File: src/rtl/cpu_sequencer.sv
// Eight-state instruction sequencer for the 8-bit-data / 13-bit-address CPU.
// Optional bus wait states are enabled by defining CPU_SEQ_WAIT_EN.
module cpu_sequencer #(
  parameter bit HALT_STICKY = 1'b1
) (
  input  logic       clk,
  input  logic       reset,
  input  logic       ena,
  input  logic [2:0] opcode,
  input  logic       zero,
`ifdef CPU_SEQ_WAIT_EN
  input  logic       mem_ready,
`endif
  output logic       fetch,
  output logic       load_ir,
  output logic       inc_pc,
  output logic       load_pc,
  output logic       load_acc,
  output logic       rd,
  output logic       wr,
  output logic       datactl_ena,
  output logic       halt,
  output logic [2:0] state
);

  typedef enum logic [2:0] {S0, S1, S2, S3, S4, S5, S6, S7} state_e;

  localparam logic [2:0] OpHlt = 3'd0;
  localparam logic [2:0] OpSkz = 3'd1;
  localparam logic [2:0] OpAdd = 3'd2;
  localparam logic [2:0] OpAnd = 3'd3;
  localparam logic [2:0] OpXor = 3'd4;
  localparam logic [2:0] OpLda = 3'd5;
  localparam logic [2:0] OpSto = 3'd6;
  localparam logic [2:0] OpJmp = 3'd7;

  state_e     state_q, state_d;
  logic       run_q, run_d;
  logic       halted_q, halted_d;
  logic [2:0] op_q, op_d;
  logic       zero_q, zero_d;
  logic       ready;
  logic       advance;
  logic       is_alu;

`ifdef CPU_SEQ_WAIT_EN
  assign ready = mem_ready;
`else
  assign ready = 1'b1;
`endif

  // Outputs decode only registered state so IR/zero changes cannot glitch them.
  always_comb begin
    fetch       = 1'b0;
    load_ir     = 1'b0;
    inc_pc      = 1'b0;
    load_pc     = 1'b0;
    load_acc    = 1'b0;
    rd          = 1'b0;
    wr          = 1'b0;
    datactl_ena = 1'b0;
    halt        = 1'b0;
    is_alu      = (op_q == OpAdd) || (op_q == OpAnd) || (op_q == OpXor) || (op_q == OpLda);
    if (run_q && !halted_q) begin
      fetch = ~state_q[2];
      unique case (state_q)
        S0: begin
          rd      = 1'b1;
          load_ir = 1'b1;
          inc_pc  = 1'b1;
        end
        S1: begin
          rd      = 1'b1;
          load_ir = 1'b1;
        end
        S2: ;
        S3: begin
          inc_pc = 1'b1;
          halt   = (op_q == OpHlt);
        end
        S4: begin
          load_pc     = (op_q == OpJmp);
          rd          = is_alu;
          datactl_ena = (op_q == OpSto);
        end
        S5: begin
          load_pc     = (op_q == OpJmp);
          rd          = is_alu;
          load_acc    = is_alu;
          datactl_ena = (op_q == OpSto);
          wr          = (op_q == OpSto);
          inc_pc      = (op_q == OpSkz) && zero_q;
        end
        S6: begin
          rd          = is_alu;
          datactl_ena = (op_q == OpSto);
          inc_pc      = (op_q == OpSkz) && zero_q;
        end
        S7: ;
      endcase
    end
    if (halted_q) halt = 1'b1;
    // A bus state stalls until ready; one-shot strobes fire only on the completing cycle.
    advance  = ready || !(rd || wr);
    load_ir  = load_ir & advance;
    inc_pc   = inc_pc & advance;
    load_pc  = load_pc & advance;
    load_acc = load_acc & advance;
  end

  assign state = state_q;

  always_comb begin
    state_d  = state_q;
    run_d    = run_q;
    halted_d = halted_q;
    op_d     = op_q;
    zero_d   = zero_q;
    if (halted_q) begin
      // Frozen until reset.
    end else if (!run_q) begin
      state_d = S0;
      if (ena) run_d = 1'b1;
    end else if (advance) begin
      if (state_q == S2) op_d = opcode;
      if (state_q == S4) zero_d = zero;
      if (state_q == S3 && op_q == OpHlt && HALT_STICKY) begin
        halted_d = 1'b1;
      end else if (state_q == S7) begin
        state_d = S0;
        if (!ena) run_d = 1'b0;
      end else begin
        state_d = state_e'(state_q + 3'd1);
      end
    end
  end

  always_ff @(posedge clk or negedge reset) begin
    if (!reset) begin
      state_q  <= S0;
      run_q    <= 1'b0;
      halted_q <= 1'b0;
      op_q     <= 3'd0;
      zero_q   <= 1'b0;
    end else begin
      state_q  <= state_d;
      run_q    <= run_d;
      halted_q <= halted_d;
      op_q     <= op_d;
      zero_q   <= zero_d;
    end
  end

endmodule

File: config.mk
export PLATFORM = sky130hd
export DESIGN_NAME = cpu_sequencer
export DESIGN_NICKNAME = d
export VERILOG_FILES = /design/src/rtl/cpu_sequencer.sv
export SDC_FILE = /design/constraint.sdc
export NUM_CORES = 1
export LEC_CHECK = 0
export CAP_MARGIN = 20
export CORE_MARGIN = 2
export CORE_UTILIZATION = 44
export DETAILED_ROUTE_END_ITERATION = 10
export PLACE_DENSITY_LB_ADDON = 0.2
export SETUP_SLACK_MARGIN = 0.02
export SLEW_MARGIN = 15
export SYNTH_ARGS = -nofsm -noshare
export SYNTH_HDL_FRONTEND = slang
export SYNTH_SLANG_ARGS = --single-unit
File: constraint.sdc
create_clock -name clk -period 2 [get_ports clk]
set_clock_uncertainty 0.2 [all_clocks]
set_input_delay 0.3 -clock clk [delete_from_list [all_inputs] [get_ports clk]]
set_output_delay 0.3 -clock clk [all_outputs]
set_load 0.01 [all_outputs]
Word level (Yosys, flattened, before mapping):

Index checks and enable logic that the tools add are counted.

* input port bits: 7
* word-level logic and storage cells: 68
* output and inout bits: 12
* bits in registers: 9

* eq/ne operators: 15
* add/sub/neg operators: 1
* reductions and logical operators: 17
* bitwise logic cells: 2
* mux-type cells: 28

Operator list (number)
* $eq 3x3->1 const B: 8
* $mux 1: 23
* $eq 3x2->1 const B: 4
* $mux 3: 3
* $reduce_or 2->1: 4
* $eq 3x1->1 const B: 2
* $logic_not 3->1: 2
* $reduce_and 3->1: 2
* $pmux 1 s2: 2
* $add 3x1->3 const B: 1
* $logic_and 1x1->1: 3
* $logic_or 1x1->1: 3
* $reduce_or 3->1: 1
* $ne 2x2->1 const B: 1
* $not 1->1: 2
* $reduce_and 2->1: 1
* $logic_not 1->1: 1

Logic depth before layout (Yosys ltp):

* word-level depth: 6
* gate-level depth with buffers: 6
* mapped depth without buffers: 5

Worst setup path after synthesis:

No wires, ideal clock.

* kind: flip-flop to output port
* start point: register state_q[1] (netlist: state[1])
* end point: output inc_pc
* buffers on the path: 0
* path slack: 44 ps
* data required time: 1500 ps
* arrival time: 1456 ps
* cell stages (with the launch flop): 6
* path through: dfrtp_1 > inv_1 > ha_1 > nor2_1 > or4_1 > a21oi_1

* word-level cells in the longest chain between the ends: 4
* elaborated cells on any way between the ends: 8
* those cells by class: eq/ne: 3; mux: 2; reduce/logical: 3

Ends and longest elaborated chain
* start, declared: RTL line 37 `state_e state_q, state_d;`
* start signal, assigned: RTL line 146 `state_q <= state_d;`
* $eq 3x3->1 (tied with other cells): RTL line 66 `unique case (state_q)`
* $reduce_or 2->1 (no line)
* $pmux 1 s2 *: RTL line 66
* $mux 1 *: RTL line 64 `if (run_q && !halted_q) begin`
* end, declared: RTL line 16 `output logic inc_pc,`

Every way passes the cells marked *; elsewhere a longest branch is shown, timed or not.

Final worst setup path:

Ends and elaborated chain as after synthesis.

==> flow_metrics.env <==
export IMPL_status="finished, violations left"
export IMPL_violations="setup timing"
export IMPL_synthesis_area_um2=617
export IMPL_core_area_mm2=0.00130
export IMPL_clk_path_buf_depth=2
export IMPL_initial_core_util=0.474
export IMPL_combPwrFrac=0.723
export IMPL_grt_start_max_net_pins=10
export IMPL_intPower_mw=1.08
export IMPL_totalPowerFinal_mw=1.84
export IMPL_endpoint_kind="output pin"
export IMPL_finalWorstSetupSlack_ns=-0.139
export IMPL_min_path_type="in -> async"
export IMPL_clk_pin_slew_worst_paths_ns=0.06
export IMPL_wire_per_inst_um=16.3
export IMPL_finalSetupTns_ns=-0.287
export IMPL_worst_slew_pin_slew_ns=0.425
export IMPL_multi_input_area_um2=454
export IMPL_wl_um=1920
export IMPL_synth_cell_types=25
export IMPL_dp_hpwl_um=1230
export IMPL_ys_flop_type="dfrtp_1"
export IMPL_n_fill_cell=93
export IMPL_routed_via_density=5.45
export IMPL_drive_gt1_frac=0.524
export IMPL_syn_area_per_cell_um2=10.5
export IMPL_critPathArrivalTime_ns=1.64
export IMPL_cp_required_ns=1.50
export IMPL_yosysTopAreaCell="dfrtp_1"
export IMPL_netlist_instances=59
export IMPL_maxClockFrequency_ghz=0.468
export IMPL_vias=643
export IMPL_p_leak_nw=0.494
export IMPL_grt_pass1_wl_um=3080
export IMPL_async_flop_share=1.00
export IMPL_synth_edf_count=0
export IMPL_chipWidth_um=41.4
export IMPL_hold_ws_ns=0.144
export IMPL_rsz0062_at_grt="true"
export IMPL_die_h_um=41.4
export IMPL_post_route_util=0.815
export IMPL_synth_fp_nets=72
export IMPL_postRouteAntennaNets=0
export IMPL_setup_viol=4
export IMPL_port_buffers=18
export IMPL_htreeDepth=1
export IMPL_p_sw_frac=0.416
export IMPL_critPathKind="reg -> out"
export IMPL_rows=13
export IMPL_power_density_mw_per_mm2=1740
export IMPL_clkSinkCount=9
export IMPL_ys_seq_area_frac=0.365
export IMPL_grt_overflow=0
export IMPL_ioPinCount=19
export IMPL_clock_latency_ns=0.26
export IMPL_slew_violations=0
export IMPL_rrSetupSlack_ns=0.11
export IMPL_synth_area_top_cells="dfrtp_1 37%, ha_1 12%, nor4b_4 3.9%"
export IMPL_root_buffer="clkbuf_4"
export IMPL_cap_viol_max_count=0
export IMPL_yosysTopAreaCellShare=0.365
export IMPL_fin_nets=117
export IMPL_post_route_drc_count=0
export IMPL_yosysMostFrequentCell="dfrtp_1"
export IMPL_antenna_found_initial=0
export IMPL_syn_to_final_growth_pct=72.0
export IMPL_grt_pass1_vias=669
export IMPL_synth_seq_cells=9
export IMPL_p_clk_frac=0.075
export IMPL_drt_iter0_markers=13
export IMPL_seqCellArea_um2=228
export IMPL_slew_headroom=0.716
export IMPL_synthTopCellsByCount="9 x dfrtp_1, 6 x ha_1, 4 x inv_1, 4 x nand2_1, 4 x nor3_1"
export IMPL_start_kind="flip-flop"
export IMPL_grt_usage=0.239
export IMPL_cts_tree="built"
export IMPL_hold_viol=0
export IMPL_yosys_warnings=0
export IMPL_gp_congestion=0.795
export IMPL_finalCritPeriodShare=1.07
export IMPL_cp_max_fo=3
export IMPL_dieArea_mm2=0.00172
export IMPL_numCtsBuffers=3
export IMPL_ir_worst_vdd_v=0.00105
export IMPL_seqPwrFrac=0.201
export IMPL_p_switching_uw=767
export IMPL_num_antenna_cells=0
export IMPL_period_minus_slack_ns=2.14
export IMPL_hold_buffers=0
export IMPL_dr_pass1_iters=4
-- metal layers --
layer,up-vias,part of all wire,track usage
met3,4,0.027,0.0261
met4,0,0.019,0.123
met1,314,0.43,0.282
met5,-,0,0
li1,305,-,-
met2,20,0.52,0.422
-- path summary, 6_finish.rpt --
kind,start,to,cells past startpoint
hold / removal,reset,state[0]$_DFFE_PN0P_,1
max in group asynchronous,reset,state[2]$_DFFE_PN0P_,1
min in group clk,zero_q$_DFFE_PN0P_,zero_q$_DFFE_PN0P_,1
setup / recovery,state[1]$_DFFE_PN0P_,inc_pc,6
setup reg to reg,state[1]$_DFFE_PN0P_,state[2]$_DFFE_PN0P_,7
hold reg to reg,zero_q$_DFFE_PN0P_,zero_q$_DFFE_PN0P_,1
-- area by class of cell --
cell class / count / area share
Multi-Input combinational cell: 45 / 0.428
Tap cell: 15 / 0.0177
Clock buffer: 4 / 0.0248
Inverter: 4 / 0.0142
Sequential cell: 9 / 0.215
Timing Repair Buffer: 41 / 0.301
-- worst max-delay path, stage by stage (launching register included) --
cell and delay [ns]:
dfrtp_2 0.45, inv_2 0.09, ha_4 0.13, nor2_1 0.04, or4_1 0.40, a21oi_1 0.13, buf_2 0.14
-- placed cells by master, fill, tap and decap left out, types with 3 or more instances in the layout --
cell type / synthesis / routed
buf_4: 1 / 21
nand2_1: 4 / 4
nor3_1: 4 / 3
dfrtp_1: 9 / 7
clkdlybuf4s50_1: 0 / 9
ha_4: 0 / 5
buf_2: 0 / 8
clkbuf_4: 0 / 3
-- power by group through the flow --
stage | logic, mW | registers (mW) | clock network [mW]
after floorplan | 0.498 | 0.406 | 0
final | 1.33 | 0.371 | 0.139
after global routing | 1.42 | 0.381 | 0.150
after CTS | 1.26 | 0.360 | 0.144
after global placement | 1.14 | 0.346 | 0
after detailed placement | 1.17 | 0.358 | 0
-- sequential cells by signal (all words and copies together) (netlist names) --
signal,cells
op_q,3
state,3
run_q,1
zero_q,1
halted_q,1
-- repair_timing --
item | in CTS | in global routing
pin swaps | 4 | 1
resized for setup | 47 | 7
endpoints found under the setup margin | 9 | 7
hold endpoints to repair | 0 | 0
setup buffers | 2 | 0
-- cells by family after synthesis --
group / count (synthesis) / synth area share
AO/OA/AOI/OAI: 10 / 0.114
adder cells (fa/ha/maj): 6 / 0.122
flip-flops: 9 / 0.365
multiplexers: 4 / 0.0730
XOR/XNOR: 1 / 0.0142
AND/OR/NAND/NOR: 24 / 0.276
buffers and inverters: 5 / 0.0365
-- stage by stage --
step                      cell area, um2  worst slack [ns]  std cells
final                               1060            -0.139        118
after global routing                1060            -0.190        118
after CTS                           1040            -0.147        118
after detailed placement             966            -0.355        112
after global placement               966            -0.289        112
after floorplan                      617            0.0440         59
Power figures use the tool's default switching activity.
